**config.mk**
```make
export PLATFORM = sky130hd
export DESIGN_NAME = ingress_stall_fifo
export DESIGN_NICKNAME = d
export VERILOG_FILES = /design/src/rtl/ingress_stall_fifo.sv
export SDC_FILE = /design/constraint.sdc
export NUM_CORES = 1
export LEC_CHECK = 0
export CAP_MARGIN = 20
export CELL_PAD_IN_SITES_DETAIL_PLACEMENT = 2
export CELL_PAD_IN_SITES_GLOBAL_PLACEMENT = 2
export CORE_UTILIZATION = 44
export DETAILED_ROUTE_END_ITERATION = 12
export PLACE_DENSITY = 0.93
export SLEW_MARGIN = 20
export SYNTH_ARGS = -nofsm -noshare
export SYNTH_HDL_FRONTEND = slang
export SYNTH_SLANG_ARGS = --single-unit
```
**constraint.sdc**
```tcl
create_clock -name clk -period 5.4 [get_ports clk]
set_clock_uncertainty 0.2 [all_clocks]
set_input_delay 1.08 -clock clk [delete_from_list [all_inputs] [get_ports clk]]
set_output_delay 1.08 -clock clk [all_outputs]
set_load 0.005 [all_outputs]
```
**src/rtl/ingress_stall_fifo.sv**
```systemverilog
// Dual-channel ingress buffer: two independent circular FIFOs feeding two
// stallable pipelines, with per-channel flush and saturating drop counters.

module ingress_stall_fifo_chan #(
    parameter int DATA_W = 32,
    parameter int DEPTH  = 4
) (
    input  logic                     clk,
    input  logic                     reset,
    input  logic [DATA_W-1:0]        in_data,
    input  logic                     in_valid,
    input  logic                     flush,
    input  logic                     stall,
    output logic                     in_ready,
    output logic [DATA_W-1:0]        out_data,
    output logic                     out_valid,
    output logic [$clog2(DEPTH):0]   level,
    output logic [7:0]               drop_cnt
);
    localparam int AW = $clog2(DEPTH);
    localparam int LW = AW + 1;

    logic [DATA_W-1:0] mem [DEPTH];
    logic [AW-1:0]     rd_ptr;
    logic [AW-1:0]     wr_ptr;
    logic [LW-1:0]     count;
    logic [7:0]        drops;
    logic              push;
    logic              pop;

    // Ready/valid come from registered occupancy only, so stall never
    // reaches the producer combinationally.
    always_comb begin
        in_ready  = (count != LW'(DEPTH));
        out_valid = (count != '0);
        push      = in_valid && in_ready;
        pop       = out_valid && !stall;
        out_data  = mem[rd_ptr];
        level     = count;
        drop_cnt  = drops;
    end

    always_ff @(posedge clk or posedge reset) begin
        if (reset) begin
            rd_ptr <= '0;
            wr_ptr <= '0;
            count  <= '0;
            drops  <= '0;
        end else begin
            if (in_valid && !in_ready && drops != '1)
                drops <= drops + 8'd1;
            if (flush) begin
                rd_ptr <= '0;
                wr_ptr <= '0;
                count  <= '0;
            end else begin
                if (push)
                    wr_ptr <= wr_ptr + AW'(1);
                if (pop)
                    rd_ptr <= rd_ptr + AW'(1);
                if (push && !pop)
                    count <= count + LW'(1);
                else if (pop && !push)
                    count <= count - LW'(1);
            end
        end
    end

    // Storage is not reset; occupancy alone defines what is valid.
    always_ff @(posedge clk) begin
        if (push && !flush && !reset)
            mem[wr_ptr] <= in_data;
    end
endmodule

module ingress_stall_fifo #(
    parameter int DATA_W = 32,
    parameter int DEPTH  = 4
) (
    input  logic                     clk,
    input  logic                     reset,
    input  logic [DATA_W-1:0]        ch1_in_data,
    input  logic [DATA_W-1:0]        ch2_in_data,
    input  logic [1:0]               in_valid,
    input  logic                     flush_1,
    input  logic                     flush_2,
    input  logic                     stall_1,
    input  logic                     stall_2,
    output logic [1:0]               in_ready,
    output logic [DATA_W-1:0]        ch1_out_data,
    output logic [DATA_W-1:0]        ch2_out_data,
    output logic [1:0]               out_valid,
    output logic [$clog2(DEPTH):0]   level_1,
    output logic [$clog2(DEPTH):0]   level_2,
    output logic [7:0]               drop_cnt_1,
    output logic [7:0]               drop_cnt_2
);
    ingress_stall_fifo_chan #(
        .DATA_W (DATA_W),
        .DEPTH  (DEPTH)
    ) u_ch1 (
        .clk       (clk),
        .reset     (reset),
        .in_data   (ch1_in_data),
        .in_valid  (in_valid[0]),
        .flush     (flush_1),
        .stall     (stall_1),
        .in_ready  (in_ready[0]),
        .out_data  (ch1_out_data),
        .out_valid (out_valid[0]),
        .level     (level_1),
        .drop_cnt  (drop_cnt_1)
    );

    ingress_stall_fifo_chan #(
        .DATA_W (DATA_W),
        .DEPTH  (DEPTH)
    ) u_ch2 (
        .clk       (clk),
        .reset     (reset),
        .in_data   (ch2_in_data),
        .in_valid  (in_valid[1]),
        .flush     (flush_2),
        .stall     (stall_2),
        .in_ready  (in_ready[1]),
        .out_data  (ch2_out_data),
        .out_valid (out_valid[1]),
        .level     (level_2),
        .drop_cnt  (drop_cnt_2)
    );
endmodule

```
# Word level (Yosys, flattened, before mapping)
# Memory sizes are Yosys's and may differ from the RTL's.
# Index checks and enable logic that the tools add are counted.
dict set report totals {
  ff_bits 30
  ram_bits 256
  inputBits 72
  out_inout_bits 90
  mem_count 2
}
dict set report classes {
  addsub 10
  eq_ne 4
  muxes 18
  n_reduce_logical 35
}
# memory words width read_ports rd_clocked_by_memory_dff write_ports line
set memory_table {}
lappend memory_table {u_ch1.mem 4 32 1 0 1 23} ;# logic [DATA_W-1:0] mem [DEPTH];
lappend memory_table {u_ch2.mem 4 32 1 0 1 23}
# op n
set op_table {}
lappend op_table {{two-way mux 3 bit} 6}
lappend op_table {{adder 8 x 1 -> 8 bit, second input constant} 2}
lappend op_table {{logical AND 1 bit} 16}
lappend op_table {{two-way mux 2 bit} 8}
lappend op_table {{inequality test 8 bit, second input constant} 2}
lappend op_table {{nonzero test 3 bit} 4}
lappend op_table {{zero test 1 bit} 11}
lappend op_table {{adder 2 x 1 -> 2 bit, second input constant} 4}
lappend op_table {{nonzero test 2 bit} 4}
lappend op_table {{adder 3 x 1 -> 3 bit, second input constant} 2}
lappend op_table {{inequality test 3 bit, second input constant} 2}
lappend op_table {{subtractor 3 x 1 -> 3 bit, second input constant} 2}
lappend op_table {{two-way mux 1 bit} 4}

# Logic depth before layout (Yosys ltp)
dict set report depth {
  ltp_word 7
  depth_mapped 8
  ltp_nobuf 8
}

# Hierarchy
# Synthesis repeated with hierarchy kept, for this count alone.
dict set report unflattened {
  cells_unflattened 544
  area_unflattened_um2 11224.5
}
# mod instances cells_per_inst area_per_inst_um2 seq_area_each_um2
set modules_own_cells {}
lappend modules_own_cells {{ingress_stall_fifo_chan (u_ch2)} 1 272 5612.9 4219.0}
lappend modules_own_cells {{ingress_stall_fifo_chan (u_ch1)} 1 272 5611.6 4219.0}

# Worst setup path after synthesis
# Ideal clock, no wire load.
dict set report synth_timing {
  path_kind {input port to flip-flop}
  from {input port flush_1}
  to {memory u_ch1.mem[0][0] (enable)}
  setup_time_ps 392
  arrival_ps 2373
  required_time_ps 4808
  slack_ps 2435
  path_stages 3
  path_cell_list {clkbuf_1 > nor3_1 > and2_1}
}
dict set report synth_via {
  elab_chain_len 5
}
# element line
set synth_rtl {}
lappend synth_rtl {{from (decl)} 85} ;# input logic flush_1,
lappend synth_rtl {{zero test 1 bit} 71} ;# if (push && !flush && !reset)
lappend synth_rtl {{logical AND 1 bit (2 in a row)} 71}
lappend synth_rtl {{two-way mux 1 bit} 71}
lappend synth_rtl {{two-way mux 1 bit (implied by the code)} 72} ;# mem[wr_ptr] <= in_data;
lappend synth_rtl {{to (decl)} 23}
# Every way passes these cells.

# Final worst setup path
dict set report layout_timing {
  from {register u_ch2.rd_ptr[0]}
  to {output port ch2_out_data[6]}
}
dict set report layout_via {
  elab_chain_len 1
}
# element line
set layout_rtl {}
lappend layout_rtl {{from (decl)} 24} ;# logic [AW-1:0] rd_ptr;
lappend layout_rtl {{from (signal assigned)} 60} ;# rd_ptr <= rd_ptr + AW'(1);
lappend layout_rtl {{memory read (4 x 32 bit)} n/a}
lappend layout_rtl {{to (decl)} 91} ;# output logic [DATA_W-1:0] ch2_out_data,
# Every way passes these cells.

==> impl_metrics.env <==
export IMPL_synthAdderAreaFrac=0.0150
export IMPL_area_growth_pct=29.3
export IMPL_placed_cell_area_mm2=0.0130
export IMPL_peakVddDrop_mv=0.302
export IMPL_min_period_ns=4.12
export IMPL_route_antenna_remaining_nets=0
export IMPL_rsz0062_at_grt="no"
export IMPL_core_area_mm2=0.0244
export IMPL_setup_tns_ns=0
export IMPL_ff2ff_path_depth=8
export IMPL_antenna_found_initial=1
export IMPL_synth_seq_cells=286
export IMPL_power_density_mw_per_mm2=463
export IMPL_clock_fmax_mhz=243
export IMPL_hold_class="reg -> reg"
export IMPL_clockBufferDepth=3
export IMPL_grt_max_degree=35
export IMPL_outcome="completed"
export IMPL_setup_viol=0
export IMPL_cts_inserted_buffers=34
export IMPL_syn_area_mm2=0.0110
export IMPL_cts_clk_slew_worst_paths_ns=0.06
export IMPL_p_leak_uw=0.00474
export IMPL_yosys_warnings=0
export IMPL_worstPathArrival_ns=2.84
export IMPL_vias_per_cell=5.50
export IMPL_drc=0
export IMPL_hold_viol_final=0
export IMPL_routabilityCongestion=0.774
export IMPL_vias=5810
export IMPL_synth_ff_type="edfxtp_1"
export IMPL_synth_largest_area_cell="edfxtp_1"
export IMPL_fillers=2004
export IMPL_final_area_mm2=0.0142
export IMPL_hold_buffers=0
export IMPL_min_from="u_ch1.drop_cnt[6]"
export IMPL_critPathLaunchType="flip-flop"
export IMPL_netlist_instances=519
export IMPL_die_w_um=160
export IMPL_drive_gt1_frac=0.197
export IMPL_synth_xor_area_frac=0.0150
export IMPL_regToRegStartpoint="u_ch2.level[2]"
export IMPL_synth_top_family_by_area="multiplexers"
export IMPL_grt_usage=0.252
export IMPL_register_area_mm2=0.00844
export IMPL_hpwl_um=20400
export IMPL_reg2reg_to="u_ch2.level[2]"
export IMPL_ys_top_cells_by_count="edfxtp_1 (256), mux4_2 (64), dfrtp_1 (30)"
export IMPL_die_h_um=160
export IMPL_ys_async_sr_fraction=0.105
export IMPL_min_period_over_period=0.763
export IMPL_diodes=0
export IMPL_crit_type="reg -> out"
export IMPL_drtPass1Iterations=4
export IMPL_min_to="u_ch1.drop_cnt[6]"
export IMPL_synth_simple_area_share=0.0398
export IMPL_slew_headroom=0.412
export IMPL_drtIter0Drc=347
export IMPL_synth_most_common_cell="edfxtp_1"
export IMPL_ios=162
export IMPL_synth_area_mux_share=0.140
export IMPL_syn_avg_cell_area_um2=21.2
export IMPL_wl_um=31200
export IMPL_cp_required_ns=4.12
export IMPL_maxSlewViolCount=0
export IMPL_power_uw=6590
export IMPL_io_buffers=161
export IMPL_grt_pass1_wl_um=46300
export IMPL_cp_max_fo=26
export IMPL_cts_setup_buffers=0
export IMPL_ys_seq_area_frac=0.768
export IMPL_initial_core_util=0.451
export IMPL_cts_root_buf="clkbuf_16"
export IMPL_rows=57
export IMPL_end_kind="output port"
export IMPL_synth_area_leaders="edfxtp_1 (70%), mux4_2 (13%), dfrtp_1 (6.8%)"
export IMPL_r2r_setup_slack_ns=2.70
export IMPL_dieArea_mm2=0.0256
export IMPL_min_path_cells=1
export IMPL_cts_resized=0
export IMPL_syn_nets=603
export IMPL_wire_per_inst_um=29.5
export IMPL_grt_overflow=0
export IMPL_clkLatencyLatePin_ns=0.49
export IMPL_whs_ns=0.326
export IMPL_synth_compound_area_frac=0.00819
export IMPL_grt_pass1_vias=6582
export IMPL_netlist_area_leader_share=0.699
export IMPL_numClockSinks=286
export IMPL_synth_edf_count=256
export IMPL_drv_cap=0
export IMPL_cts_tree="built"
export IMPL_final_nets=791
export IMPL_h_tree_depth=2
export IMPL_worst_pin_slew_ns=0.883
export IMPL_yosysUniqueCellTypes=39
export IMPL_multiInputGateArea_mm2=0.00240
export IMPL_utilization=0.583
-- worst max path at each step --
stage | from | endpoint | slack [ns]
after CTS | u_ch2.rd_ptr[0] | ch2_out_data[9] | 1.17
after global routing | u_ch2.rd_ptr[0] | ch2_out_data[3] | 1.04
final | u_ch2.rd_ptr[0] | ch2_out_data[6] | 1.28
after global placement | u_ch2.rd_ptr[0] | ch2_out_data[0] | 1.82
after floorplan | flush_1 | u_ch1.mem[0][0] | 2.43
after detailed placement | u_ch2.rd_ptr[0] | ch2_out_data[6] | 1.73
-- registers in the layout, summed over array words and instances, names as in the netlist --
name / cells
u_ch1.wr_ptr: 2
u_ch1.rd_ptr: 2
u_ch2.mem: 128
u_ch2.drop_cnt: 8
u_ch1.level: 3
u_ch2.rd_ptr: 2
u_ch1.drop_cnt: 8
u_ch2.wr_ptr: 2
u_ch1.mem: 128
u_ch2.level: 3
-- layout make-up --
type / count / share of cell area
Clock buffer: 47 / 0.0683
Clock inverter: 14 / 0.0154
Inverter: 13 / 0.00343
Multi-Input combinational cell: 198 / 0.169
Sequential cell: 286 / 0.594
Tap cell: 324 / 0.0285
Timing Repair Buffer: 174 / 0.122
-- report_power, final --
part / internal [uW] / leakage [uW] / switching (uW)
Combinational: 856 / 0.00145 / 538
Clock: 1540 / 0.000583 / 887
Sequential: 2540 / 0.00270 / 228
-- cells by family after synthesis --
group / Yosys count
compound gates: 15
fa+ha+maj: 12
flops: 286
buf+inv: 35
mux: 73
simple gates: 80
xor+xnor: 18
-- cell usage in the layout, fill, tap and decap left out, types with 2 or more instances in the layout --
master	n
edfxtp_1	256
dfrtp_1	28
buf_4	12
bufinv_16	6
and3_1	2
and2_1	8
nand3_1	6
nand2_1	11
nor4b_1	2
clkbuf_8	5
clkbuf_1	7
clkdlybuf4s50_1	161
or3b_4	2
clkbuf_16	35
fa_1	2
xnor2_1	11
o21ai_0	2
clkinv_2	3
mux4_2	64
nor3b_1	3
inv_1	13
xor2_1	6
ha_1	10
nor3_1	7
and4bb_2	2
mux2_2	7
clkinv_1	4
a21oi_1	8
nand4_1	4
nor2b_1	2
mux2i_1	2
nor2_1	25
-- per-stage QoR --
step / worst slack [ns] / std cells
2_1_floorplan: 2.43 / 519
3_3_place_gp: 1.82 / 994
3_5_place_dp: 1.73 / 995
4_1_cts: 1.17 / 1056
5_1_grt: 1.04 / 1056
6_report: 1.28 / 1056
-- critical path: stages, from the launching register on --
cell and delay (ns):
dfrtp_2 0.94, buf_4 0.37, mux4_2 0.54, clkdlybuf4s50_1 0.49
-- per-layer routing --
layer	track usage	wire [um]
met1	0.286	11400
met2	0.480	17700
met3	0.0442	1300
met4	0.0732	703
met5	0	17
Power figures use the tool's default switching activity.
